`config.mk`:
```
export PLATFORM = sky130hd
export DESIGN_NAME = codec_cfg_seq
export DESIGN_NICKNAME = d
export VERILOG_FILES = /design/src/rtl/codec_cfg_seq.sv
export SDC_FILE = /design/constraint.sdc
export NUM_CORES = 1
export LEC_CHECK = 0
export BUFFER_PORTS_ARGS = -buffer_cell sky130_fd_sc_hd__buf_2
export CAP_MARGIN = 20
export CORE_MARGIN = 2
export CORE_UTILIZATION = 50
export CTS_CLUSTER_DIAMETER = 40
export DETAILED_ROUTE_END_ITERATION = 6
export PLACE_DENSITY = 0.75
export SYNTH_ARGS = -nofsm -noshare
export SYNTH_HDL_FRONTEND = slang
export SYNTH_SLANG_ARGS = --single-unit
export TNS_END_PERCENT = 5
```
`constraint.sdc`:
```
create_clock -name clk -period 2.2 [get_ports clk]
set_input_delay 0.22 -clock clk [delete_from_list [all_inputs] [get_ports clk]]
set_output_delay 0.22 -clock clk [all_outputs]
set_load 0.01 [all_outputs]
```
`src/rtl/codec_cfg_seq.sv`:
```
// codec_cfg_seq
// Register-write sequencer that sits in front of the I2C byte engine on the
// audio shield.
//
// After reset it waits STARTUP_WAIT cycles. It then writes every (reg, data)
// pair of an external table to the codec. Each pair goes out as one 3-byte
// write: {DEV_ADDR,0}, reg, data. When the table pass is over, host
// single-register writes are served on the same engine. A NACKed transfer is
// retried up to RETRY_MAX extra times before that entry is declared failed.
//
// Ports
//   clk, reset              clock, synchronous active-high reset
//   start                   pulse: rerun the table (honoured only in IDLE)
//   rom_idx/rom_reg/rom_data table index out, table bytes in (combinational)
//   host_req/host_reg/host_data  level request plus its bytes
//   host_ack/host_err       one-cycle completion pulse plus its failure flag
//   i2c_din/i2c_copy_enable byte and load strobe to the engine
//   i2c_ready/i2c_idle/i2c_nack  engine status
//   init_done/init_err      table pass finished / some entry failed
//   busy                    sequencer is not in IDLE
module codec_cfg_seq #(
    parameter logic [6:0] DEV_ADDR     = 7'h38,
    parameter int          NUM_REGS    = 8,
    parameter int          RETRY_MAX   = 3,
    parameter int          STARTUP_WAIT = 1000
) (
    input  logic       clk,
    input  logic       reset,
    input  logic       start,
    output logic [3:0] rom_idx,
    input  logic [7:0] rom_reg,
    input  logic [7:0] rom_data,
    input  logic       host_req,
    input  logic [7:0] host_reg,
    input  logic [7:0] host_data,
    output logic       host_ack,
    output logic       host_err,
    output logic [7:0] i2c_din,
    output logic       i2c_copy_enable,
    input  logic       i2c_ready,
    input  logic       i2c_idle,
    input  logic       i2c_nack,
    output logic       init_done,
    output logic       init_err,
    output logic       busy
);
    // Startup counter runs 0..STARTUP_WAIT-1.
    localparam int CW = (STARTUP_WAIT > 1) ? $clog2(STARTUP_WAIT) : 1;
    localparam int RW = (RETRY_MAX > 0) ? $clog2(RETRY_MAX + 1) : 1;
    localparam logic [CW-1:0] WAIT_LAST = CW'(STARTUP_WAIT - 1);
    localparam logic [RW-1:0] RETRY_LIM = RW'(RETRY_MAX);
    localparam logic [3:0]    IDX_LAST  = (NUM_REGS > 0) ? 4'(NUM_REGS - 1) : 4'd0;
    localparam logic [7:0]    ADDR_BYTE = {DEV_ADDR, 1'b0};

    typedef enum logic [2:0] {
        WAIT_START, IDLE, LD_ADDR, LD_REG, LD_DATA, HOLD, WAIT_IDLE, NEXT
    } state_t;

    // Which byte the last strobe carried; HOLD uses it to pick the next step.
    typedef enum logic [1:0] {SEL_ADDR, SEL_REG, SEL_DATA} sel_t;

    state_t          state, state_n;
    sel_t            byte_sel, sel_n;
    logic [CW-1:0]   wait_cnt;
    logic [RW-1:0]   retry_cnt;
    logic            fail;       // current attempt (or final attempt) NACKed
    logic            src_host;   // current transfer belongs to the host
    logic [7:0]      host_reg_q, host_data_q;
    logic [7:0]      din_q;
    logic [3:0]      idx_q;
    logic            done_q, err_q;

    logic            begin_pass, grant, load, retry, advance, pass_end;
    logic            in_xfer, nack_hit, fail_now;
    logic [7:0]      load_byte;

    // State and datapath registers
    always_ff @(posedge clk) begin
        if (reset) begin
            state       <= WAIT_START;
            byte_sel    <= SEL_ADDR;
            wait_cnt    <= '0;
            retry_cnt   <= '0;
            fail        <= 1'b0;
            src_host    <= 1'b0;
            host_reg_q  <= 8'h00;
            host_data_q <= 8'h00;
            din_q       <= 8'h00;
            idx_q       <= 4'd0;
            done_q      <= 1'b0;
            err_q       <= 1'b0;
        end else begin
            state <= state_n;
            if (state == WAIT_START) wait_cnt <= wait_cnt + CW'(1);
            if (nack_hit) fail <= 1'b1;
            if (load) begin
                din_q    <= load_byte;
                byte_sel <= sel_n;
            end
            if (begin_pass) begin
                idx_q     <= 4'd0;
                done_q    <= 1'b0;
                err_q     <= 1'b0;
                src_host  <= 1'b0;
                retry_cnt <= '0;
                fail      <= 1'b0;
            end
            if (grant) begin
                src_host    <= 1'b1;
                host_reg_q  <= host_reg;
                host_data_q <= host_data;
                retry_cnt   <= '0;
                fail        <= 1'b0;
            end
            // Placed after nack_hit so a retry always starts with a clean flag.
            if (retry) begin
                retry_cnt <= retry_cnt + RW'(1);
                fail      <= 1'b0;
            end
            if (advance) begin
                idx_q     <= idx_q + 4'd1;
                retry_cnt <= '0;
                fail      <= 1'b0;
            end
            if (state == NEXT && !src_host) begin
                if (fail)     err_q  <= 1'b1;
                if (pass_end) done_q <= 1'b1;
            end
        end
    end

    // Next-state logic and the one-cycle control strobes for the datapath.
    always_comb begin
        state_n    = state;
        sel_n      = SEL_ADDR;
        begin_pass = 1'b0;
        grant      = 1'b0;
        load       = 1'b0;
        retry      = 1'b0;
        advance    = 1'b0;
        pass_end   = 1'b0;
        load_byte  = ADDR_BYTE;
        in_xfer    = (state == LD_ADDR) || (state == LD_REG) || (state == LD_DATA) ||
                     (state == HOLD) || (state == WAIT_IDLE);
        nack_hit   = in_xfer && i2c_nack;
        fail_now   = fail || nack_hit;

        case (state)
            WAIT_START: begin
                if (wait_cnt == WAIT_LAST) begin
                    begin_pass = 1'b1;
                    state_n    = (NUM_REGS == 0) ? NEXT : LD_ADDR;
                end
            end
            IDLE: begin
                if (start) begin
                    begin_pass = 1'b1;
                    state_n    = (NUM_REGS == 0) ? NEXT : LD_ADDR;
                end else if (host_req && done_q) begin
                    grant   = 1'b1;
                    state_n = LD_ADDR;
                end
            end
            LD_ADDR, LD_REG, LD_DATA: begin
                if (state == LD_ADDR) begin
                    load_byte = ADDR_BYTE;
                    sel_n     = SEL_ADDR;
                end else if (state == LD_REG) begin
                    load_byte = src_host ? host_reg_q : rom_reg;
                    sel_n     = SEL_REG;
                end else begin
                    load_byte = src_host ? host_data_q : rom_data;
                    sel_n     = SEL_DATA;
                end
                if (nack_hit) begin
                    state_n = WAIT_IDLE;
                end else if (i2c_ready) begin
                    load    = 1'b1;
                    state_n = HOLD;
                end
            end
            HOLD: begin
                // The engine's ready may still be high this cycle; never sample it here.
                if (nack_hit) begin
                    state_n = WAIT_IDLE;
                end else begin
                    case (byte_sel)
                        SEL_ADDR: state_n = LD_REG;
                        SEL_REG:  state_n = LD_DATA;
                        default:  state_n = WAIT_IDLE;
                    endcase
                end
            end
            WAIT_IDLE: begin
                if (i2c_idle) begin
                    if (fail_now && (retry_cnt < RETRY_LIM)) begin
                        retry   = 1'b1;
                        state_n = LD_ADDR;
                    end else begin
                        state_n = NEXT;
                    end
                end
            end
            NEXT: begin
                if (src_host) begin
                    state_n = IDLE;
                end else if (NUM_REGS == 0 || idx_q == IDX_LAST) begin
                    pass_end = 1'b1;
                    state_n  = IDLE;
                end else begin
                    advance = 1'b1;
                    state_n = LD_ADDR;
                end
            end
            default: state_n = WAIT_START;
        endcase
    end

    // Outputs. The strobe is the HOLD cycle itself. HOLD is entered only from a
    // successful load, so the strobe lands one cycle after ready was sampled.
    always_comb begin
        i2c_copy_enable = (state == HOLD);
        busy            = (state != IDLE);
        host_ack        = (state == NEXT) && src_host;
        host_err        = (state == NEXT) && src_host && fail;
        i2c_din         = din_q;
        rom_idx         = idx_q;
        init_done       = done_q;
        init_err        = err_q;
    end

endmodule

```
==> key figures, run 1 <==
Run status
  • Outcome: completed

Timing
  • Max-slew violation count: 0
  • Max_slew headroom: 29.7%
  • Fmax: 553 MHz
  • Final period util: 82.1%
  • Clock skew: 0.00821 ns
  • Setup violators final: 0
  • Crit path time final: 1.81 ns
  • Final hold viol count: 0
  • RSZ-0062 raised after global routing: no
  • Slew @ Worst Pin: 1.05 ns
  • Setup_tns: 0 ns

Logic synthesis
  • YS warnings: 0
  • Adder-Cell Fraction of Synth Area: 1.50%
  • Post-synthesis sequential area ratio: 39.2%
  • EDFF count, synth: 0
  • Commonest cells post-synth: nand2_1 (58), dfxtp_1 (49), a21oi_1 (29)
  • Syn nets: 342
  • Top cell type's share of synthesized area: 39.2%
  • Top-count cell post-synth: nand2_1
  • Largest family of logic cells by synthesized area: simple AND/OR/NAND/NOR gates
  • Area contributors post-synth: dfxtp_1 (39%), nand2_1 (8.7%), mux2i_1 (7.6%), a21oi_1 (5.8%), nor2_1 (3.1%)
  • Yosys top cell by area: dfxtp_1
  • Cell variety after synth: 55
  • #FFs+latches synth: 49
  • FFs w/ async S/R, synth: 0%
  • Simple-Gate Fraction of Synth Area: 25.3%
  • Post-Syn Area: 2500 µm²
  • Ys flop type: dfxtp_1
  • XOR/XNOR share of the synthesized area: 3.15%
  • Compound-gate portion of the synthesized area: 16.1%
  • Post-Syn Instances: 300
  • Mux share of post-synthesis cell area: 9.85%
  • Syn avg cell area: 8.35 µm²

Clock tree
  • Clk buf depth: 2
  • H-Tree Depth: 2
  • # hold bufs at CTS: 0
  • Number of gates resized after cts: 0
  • Clk sinks: 49
  • CTS root buf: clkbuf_8
  • Clk slew on worst S/H paths: 0.09 ns
  • TritonCTS Buffers: 5
  • CTS tree: built
  • Clk_lat worst skew: 0.30 ns
  • Setup Buffers After CTS: 0

Layout
  • Final non-filler cell total: 419
  • Finished Cell Area: 2920 µm²
  • # diodes: 0
  • Syn-to-layout area delta: 16.5%
  • Fin nets: 394
  • Fillers: 452
  • Share of cells above drive strength 1: 24.4%

Floorplan
  • Rows: 25
  • Total core area: 4790 µm²
  • Chip width: 74.8 µm
  • Top-level I/O count: 57
  • Die area: 5590 µm²
  • Starting Density: 52.3%
  • Die span in y: 74.8 µm

Placement
  • Placed Instance Area: 2830 µm²
  • Placed cells: 412
  • DP Wirelength: 4040 µm
  • RD Place Congestion: 0.873
  • IO buf count: 56

Setup path
  • Setup crit start kind: flop
  • Worst R2R Path Depth: 5
  • Delay-heaviest family, CP: simple AND/OR/NAND/NOR gates
  • CP bufs+invs: 1
  • CP max FO: 15
  • Worst path cell trace: buf_4 -> or3_1 -> a31o_1 -> and3_4 -> a32o_1
  • R2r setup slk: 0.39 ns
  • Crit path to: state[2]
  • Max stage delay on crit path: 0.49 ns
  • Crit-path slowest cell: or3_1
  • Worst EP arrival: 2.00 ns
  • FF-to-FF End: state[2]
  • Crit path required time: 2.39 ns
  • CP Capture Type: flop
  • CP Launch Point: state[0]
  • Crit Path Category: reg2reg
  • R2r startpoint: state[0]
  • CP Depth: 5

Power
  • Switching power: 802 µW
  • Pwr dens: 790 nW/µm²
  • Lkg Pwr: 0.00114 µW
  • Combinational Power Share: 33.2%
  • Sw Share: 34.8%
  • Final Power: 2300 µW
  • Total internal power: 1500 µW
  • Clock power frac: 22.9%
  • Register share of total power: 43.9%
  • Max VDD drop: 0.413 mV

Global routing
  • GRT Residual Overflow: 0
  • Number of global-route vias before repair: 2075
  • Number of antenna violations at the first check in global routing: 0
  • Largest net degree at the start of global routing: 25
  • Gr usage total: 21.8%
  • First-pass GRT wire length: 9380 µm

Worst hold path
  • HP Start: host_data[0]
  • Hold Path Class: in2reg

Detailed routing
  • Iter 0 DRT Violations: 99
  • Post-route ant nets: 0
  • DR WL met2: 2640 µm
  • Final wirelength: 5700 µm
  • Wire length per cell: 13.6 µm
  • Via count: 2266
  • Met3 WL post-DR: 349 µm
  • Top layer in use: met4
  • Remaining DRCs: 0
  • TritonRoute pass-1 iters: 4
  • Vias per cell: 5.41
  • M1 WL: 2670 µm

Job
  • Max-cap check violation count: 0
[logic make-up after synthesis]
group | Yosys count
flops | 49
compound gates | 62
buf+inv | 26
mux | 24
xor+xnor | 9
fa+ha+maj | 3
simple gates | 127
[metrics by stage]
stage	hold WS, ns	setup WS [ns]	util, %
global route	0.146	0.244	60.9
CTS	0.138	0.384	60.9
finish	0.144	0.393	60.9
floorplan	0.356	0.610	-
global placement	0.439	0.446	59.2
detailed placement	0.448	0.403	59.2
[worst min path at each step]
| stage | end | depth (start not counted) | slack (ns) |
|---|---|---|---|
| finish | host_data_q[0] | 3 | 0.14 |
| global route | host_reg_q[0] | 3 | 0.15 |
| CTS | host_reg_q[3] | 3 | 0.14 |
| detailed placement | host_data_q[1] | 2 | 0.45 |
| global placement | host_reg_q[0] | 2 | 0.44 |
| floorplan | host_reg_q[0] | 2 | 0.36 |
[cell usage in the layout, fill, tap and decap left out, drive strengths merged, types with 7 or more instances in the layout]
| master | count |
|---|---|
| buf | 64 |
| nor3 | 7 |
| dfxtp | 49 |
| a21oi | 29 |
| nor2 | 21 |
| nand2 | 58 |
| inv | 7 |
| o21ai | 8 |
| mux2i | 19 |
[power groups by stage]
| stage | logic (µW) | clock network, µW | registers [µW] |
|---|---|---|---|
| final | 764 | 528 | 1010 |
| after detailed placement | 754 | 0 | 1030 |
| after CTS | 762 | 543 | 1010 |
| after floorplan | 579 | 0 | 1030 |
| after global placement | 747 | 0 | 1030 |
| after global routing | 844 | 585 | 1020 |
[per-layer routing]
layer	global-route usage [%]	vias to the layer above
met5	0	-
met4	5.75	0
met3	5.76	7
met2	35.8	54
met1	28.5	1043
li1	-	1162
[worst register-to-register path, delay by kind of cell, from the launching register on]
kind | cells | cell delay (ns)
flops | 1 | 0.34
simple gates | 2 | 0.70
compound gates | 2 | 0.48
buf+inv | 1 | 0.18
[final cells by class]
class | instances | area (µm²) | area share (%)
Sequential cell | 49 | 981 | 33.6
Inverter | 7 | 26.3 | 0.901
Clock buffer | 5 | 68.8 | 2.36
Tap cell | 67 | 83.8 | 2.87
Timing Repair Buffer | 64 | 340 | 11.7
Clock inverter | 2 | 16.3 | 0.558
Multi-Input combinational cell | 225 | 1400 | 48.0
[registers in the layout (all words and copies together), names as in the netlist]
| signal | flops |
|---|---|
| state | 3 |
| rom_idx | 4 |
| retry_cnt | 2 |
| init_done | 1 |
| host_data_q | 8 |
| i2c_din | 8 |
| init_err | 1 |
| byte_sel | 2 |
| src_host | 1 |
| wait_cnt | 10 |
| fail | 1 |
| host_reg_q | 8 |
Note: power is estimated with default switching activity, not from simulation.
==> run 2, diff against run 1 <==
Settings changed: CORE_UTILIZATION 50 to 48.
Clock period 2.2 ns to 1.5 ns, I/O delays scaled along.
==> key figures, run 2 (same netlist as run 1, synthesis figures left out) <==
Run status
  • Outcome: complete, but fails checks
  • Failing checks: negative setup slack

Setup path
  • Worst R2R Path Depth: 6
  • Worst EP arrival: 1.83 ns
  • R2r setup slk: -0.12 ns
  • CP max FO: 8
  • Crit Path Category: reg2reg
  • Crit path required time: 1.71 ns
  • CP Capture Type: flop
  • Setup crit start kind: flop

Layout
  • Share of cells above drive strength 1: 44.2%
  • # diodes: 0
  • Max FFs per register: 10
  • Commonest non-fill, non-tap cells in the layout: nand2_1 (56), buf_2 (54), buf_4 (48), dfxtp_1 (41), a21oi_1 (25)
  • Final non-filler cell total: 473
  • Commonest non-fill, non-tap cell in the layout: nand2_1
  • Final Util: 71.9%
  • Fin nets: 444
  • Syn-to-layout area delta: 45.7%
  • Top reg by flops: wait_cnt
  • Finished Cell Area: 3650 µm²

Power
  • Max VDD drop: 0.723 mV
  • Lkg Pwr: 0.00147 µW
  • Pwr dens: 1150 nW/µm²

Floorplan
  • Die span in y: 76.2 µm
  • Chip width: 76.2 µm
  • Total core area: 5070 µm²
  • Starting Density: 49.3%
  • Rows: 26
  • Top-level I/O count: 57
  • Die area: 5810 µm²

Timing
  • Final hold viol count: 0
  • Final period util: 108%
  • Setup violators final: 27
  • Slew @ Worst Pin: 0.396 ns
  • Final worst slack: -0.121 ns
  • Crit path time final: 1.62 ns
  • Fmax: 617 MHz
  • Setup_tns: -1.94 ns
  • Max-slew violation count: 0
  • Clock skew: 0.0149 ns
  • RSZ-0062 raised after global routing: yes
  • Max_slew headroom: 73.5%

Placement
  • IO buf count: 56
  • DP Wirelength: 4670 µm
  • Placed Instance Area: 3180 µm²
  • Worst slack, placed: -0.196 ns
  • Placed cells: 458
  • RD Place Congestion: 0.874

Global routing
  • GRT Residual Overflow: 0
  • Number of global-route vias before repair: 2414
  • Largest net degree at the start of global routing: 28
  • Gr usage total: 22.1%
  • Number of antenna violations at the first check in global routing: 0
  • First-pass GRT wire length: 10600 µm

Clock tree
  • CTS root buf: clkbuf_8
  • CTS tree: built
  • Clk buf depth: 2
  • Clk sinks: 49
  • TritonCTS Buffers: 5
  • Clk_lat worst skew: 0.31 ns
  • Clk slew on worst S/H paths: 0.10 ns
  • H-Tree Depth: 2

Worst hold path
  • Hold Path Depth: 3
  • Hold Path Class: in2reg

Detailed routing
  • Final wirelength: 7200 µm
  • Wire length per cell: 15.2 µm
  • Vias per cell: 5.39
  • Remaining DRCs: 0
  • TritonRoute pass-1 iters: 4
  • Iter 0 DRT Violations: 182
  • Via count: 2550
  • Post-route ant nets: 0

Job
  • Max-cap check violation count: 0
[run 2: cell count changes in the layout (fill, tap and decap cells not counted), sizes merged]
cell and change:
buf +48, clkbuf +2, inv +2, bufinv +1
clkinv -1, clkinvlp -1
[run 2: power breakdown]
| part | internal [µW] | leakage [µW] | switching (µW) | total (µW) |
|---|---|---|---|---|
| combinational | 826 | 0.00101 | 805 | 1630 |
| clock | 509 | 0.0000591 | 482 | 991 |
| sequential | 1420 | 0.000401 | 152 | 1570 |
| total | 2750 | 0.00147 | 1440 | 4190 |
[run 2: final cells by class]
class | instances | area [µm²]
fillers | 394 | 1430
multi-input cells | 225 | 1620
well taps | 70 | 87.6
clock buffers | 5 | 68.8
repair buffers | 114 | 802
inverters | 7 | 26.3
flip-flops and latches | 49 | 1000
clock inverters | 3 | 47.5
[run 2: worst paths after layout]
check | start | to
min | host_reg[2] | host_reg_q[2]
max | state[1] | state[1]
min reg2reg | host_reg_q[3] | host_reg_q[3]
max reg2reg | state[1] | state[1]
[run 2: timing repair]
action	CTS	global route
setup buffers	2	3
endpoints found under the setup margin	46	41
pin swaps	1	13
hold buffers	0	0
cloned	0	2
gates resized for setup	18	41
[run 2: metrics by stage]
stage / hold slack [ns] / power [µW]
after CTS: 0.0550 / 3990
final: 0.0586 / 4190
after floorplan: 0.286 / 2400
after global routing: 0.0569 / 4410
after detailed placement: 0.396 / 2900
after global placement: 0.391 / 2840
[run 2: worst max-delay path, cell delays in order, from the launching register on]
cell      delay, ns
dfxtp_4        0.40
buf_4          0.13
buf_4          0.14
nor3_1         0.06
o211ai_1       0.35
a31oi_1        0.17
a311oi_2       0.27
[run 2: routing by layer]
| layer | up-vias | routed length [µm] | GRT usage [%] |
|---|---|---|---|
| li1 | 1261 | - | - |
| met1 | 1203 | 3000 | 26.1 |
| met2 | 70 | 3740 | 38.8 |
| met3 | 16 | 331 | 4.98 |
| met4 | 0 | 121 | 8.36 |
| met5 | - | 0 | 0 |
==> run 3, diff against run 2 <==
Settings changed: BUFFER_PORTS_ARGS -buffer_cell sky130_fd_sc_hd__buf_2 to not set, CORE_UTILIZATION 48 to 50, DONT_BUFFER_PORTS set to 1, PLACE_DENSITY 0.75 to 0.68, RECOVER_POWER set to 25.
==> key figures, run 3 (same netlist as run 1, synthesis figures left out) <==
Worst hold path
  • Hold Path Class: in2reg
  • Hold Path End: rom_idx[0]
  • Hold Path Depth: 2
  • HP Start: reset

Detailed routing
  • Final wirelength: 6490 µm
  • Via count: 2321
  • Vias per cell: 5.53
  • DR WL met2: 3290 µm
  • Iter 0 DRT Violations: 131
  • Post-route ant nets: 0
  • Top layer in use: met4
  • M1 WL: 2690 µm
  • Wire length per cell: 15.4 µm
  • Remaining DRCs: 0
  • TritonRoute pass-1 iters: 4
  • Met3 WL post-DR: 415 µm

Timing
  • Fmax: 620 MHz
  • Final worst slack: -0.114 ns
  • Slew @ Worst Pin: 0.410 ns
  • Setup violators final: 25
  • Worst hold slack: 0.0269 ns
  • Final hold viol count: 0
  • Max-slew violation count: 0
  • Crit path time final: 1.61 ns
  • RSZ-0062 raised after global routing: yes
  • Clock skew: 0.00635 ns
  • Final period util: 108%
  • Max_slew headroom: 72.6%

Clock tree
  • H-Tree Depth: 2
  • Clk_lat worst skew: 0.30 ns
  • Clk slew on worst S/H paths: 0.09 ns
  • Clk sinks: 49
  • CTS root buf: clkbuf_8
  • CTS tree: built
  • Clk buf depth: 2
  • TritonCTS Buffers: 5

Setup path
  • Worst path cell trace: or3_4 -> a31o_1 -> and3_4 -> a311oi_2
  • Max stage delay on crit path: 0.43 ns
  • Delay-heaviest family, CP: simple AND/OR/NAND/NOR gates
  • Crit Path Category: reg2reg
  • Crit path required time: 1.69 ns
  • CP bufs+invs: 0
  • Worst EP arrival: 1.81 ns
  • Crit-path slowest cell: or3_4
  • CP Launch Point: state[1]
  • R2r startpoint: state[1]
  • CP Capture Type: flop
  • Worst R2R Path Depth: 4
  • Setup crit start kind: flop
  • CP max FO: 8
  • R2r setup slk: -0.11 ns
  • FF-to-FF End: state[1]

Run status
  • Outcome: complete, but fails checks
  • Failing checks: negative setup slack

Layout
  • Fillers: 389
  • Footprint of the multi-input gates: 1530 µm²
  • # diodes: 0
  • Sequential cell area: 998 µm²
  • Top reg by flops: wait_cnt
  • Max FFs per register: 10
  • Syn-to-layout area delta: 31.6%
  • Finished Cell Area: 3300 µm²
  • Fin nets: 394
  • Commonest non-fill, non-tap cells in the layout: nand2_1 (58), dfxtp_1 (43), buf_4 (41), a21oi_1 (25), nor2_1 (20)
  • Share of cells above drive strength 1: 28.0%
  • Commonest non-fill, non-tap cell in the layout: nand2_1

Power
  • Sw Share: 34.0%
  • Pwr dens: 1160 nW/µm²
  • Total internal power: 2520 µW
  • Clock power frac: 21.5%
  • Combinational Power Share: 37.7%
  • Max VDD drop: 0.840 mV
  • Lkg Pwr: 0.00120 µW
  • Register share of total power: 40.7%
  • Switching power: 1300 µW

Placement
  • Placed Instance Area: 2860 µm²
  • DP Wirelength: 4360 µm
  • Worst slack, placed: -0.167 ns
  • IO buf count: 0
  • RD Place Congestion: 0.888

Floorplan
  • Rows: 25
  • Top-level I/O count: 57
  • Starting Density: 52.3%
  • Chip width: 74.8 µm
  • Total core area: 4790 µm²
  • Die span in y: 74.8 µm
  • Die area: 5590 µm²

Global routing
  • GRT Residual Overflow: 0
  • Gr usage total: 23.8%
  • First-pass GRT wire length: 10300 µm
  • Number of global-route vias before repair: 2256
  • Largest net degree at the start of global routing: 44
  • Number of antenna violations at the first check in global routing: 0

Job
  • Max-cap check violation count: 0
run 3: changes by cell type in the layout (fill, tap and decap cells not counted), sizes merged:
cell,delta
clkbuf,-1
clkinv,+2
inv,-2
dlygate4sd3,+16
buf,-64
bufinv,-1
run 3: worst register-to-register path, stage by stage (launching register included):
cell,delay [ns]
dfxtp_4,0.38
or3_4,0.43
a31o_1,0.24
and3_4,0.21
a311oi_2,0.25
run 3: repair_timing:
item | in CTS | in global routing
pin swaps | 2 | 7
hold endpoints to repair | 43 | 0
resized for setup | 9 | 31
buffers inserted | 0 | 0
hold buffers | 17 | 0
setup endpoints to repair | 33 | 42
run 3: power by group through the flow:
stage | combinational, µW | sequential (µW) | clock, µW
2_1_floorplan | 883 | 1520 | 0
3_3_place_gp | 1210 | 1550 | 0
3_5_place_dp | 1220 | 1560 | 0
4_1_cts | 1330 | 1540 | 847
5_1_grt | 1550 | 1570 | 886
6_report | 1440 | 1550 | 821
run 3: through the flow:
stage | util, % | total power, µW | instances | setup TNS, ns
2_1_floorplan | - | 2400 | 300 | -0.107
3_3_place_gp | 59.8 | 2760 | 395 | -1.76
3_5_place_dp | 59.8 | 2780 | 395 | -2.68
4_1_cts | 66.1 | 3720 | 420 | -1.13
5_1_grt | 68.9 | 4010 | 420 | -3.16
6_report | 68.9 | 3810 | 420 | -1.40
run 3: routing by layer:
metal | vias up | track usage (%)
met5 | - | 0
met4 | 0 | 8.33
met3 | 11 | 6.83
met2 | 69 | 40.5
met1 | 1080 | 29.0
li1 | 1161 | -
run 3: area by class of cell:
| cell class | instances | share of cell area, % |
|---|---|---|
| multi-input cells | 225 | 46.3 |
| flip-flops and latches | 49 | 30.3 |
| repair buffers | 64 | 17.1 |
| well taps | 67 | 2.54 |
| clock buffers | 6 | 2.51 |
| inverters | 7 | 0.797 |
| clock inverters | 2 | 0.418 |
run 3: how the worst max path moves through the flow:
| stage | endpoint | cells after the start |
|---|---|---|
| after floorplan | state[2] | 5 |
| after global placement | state[1] | 4 |
| after detailed placement | rom_idx[3] | 6 |
| after CTS | host_err | 5 |
| after global routing | retry_cnt[1] | 5 |
| final | state[1] | 4 |
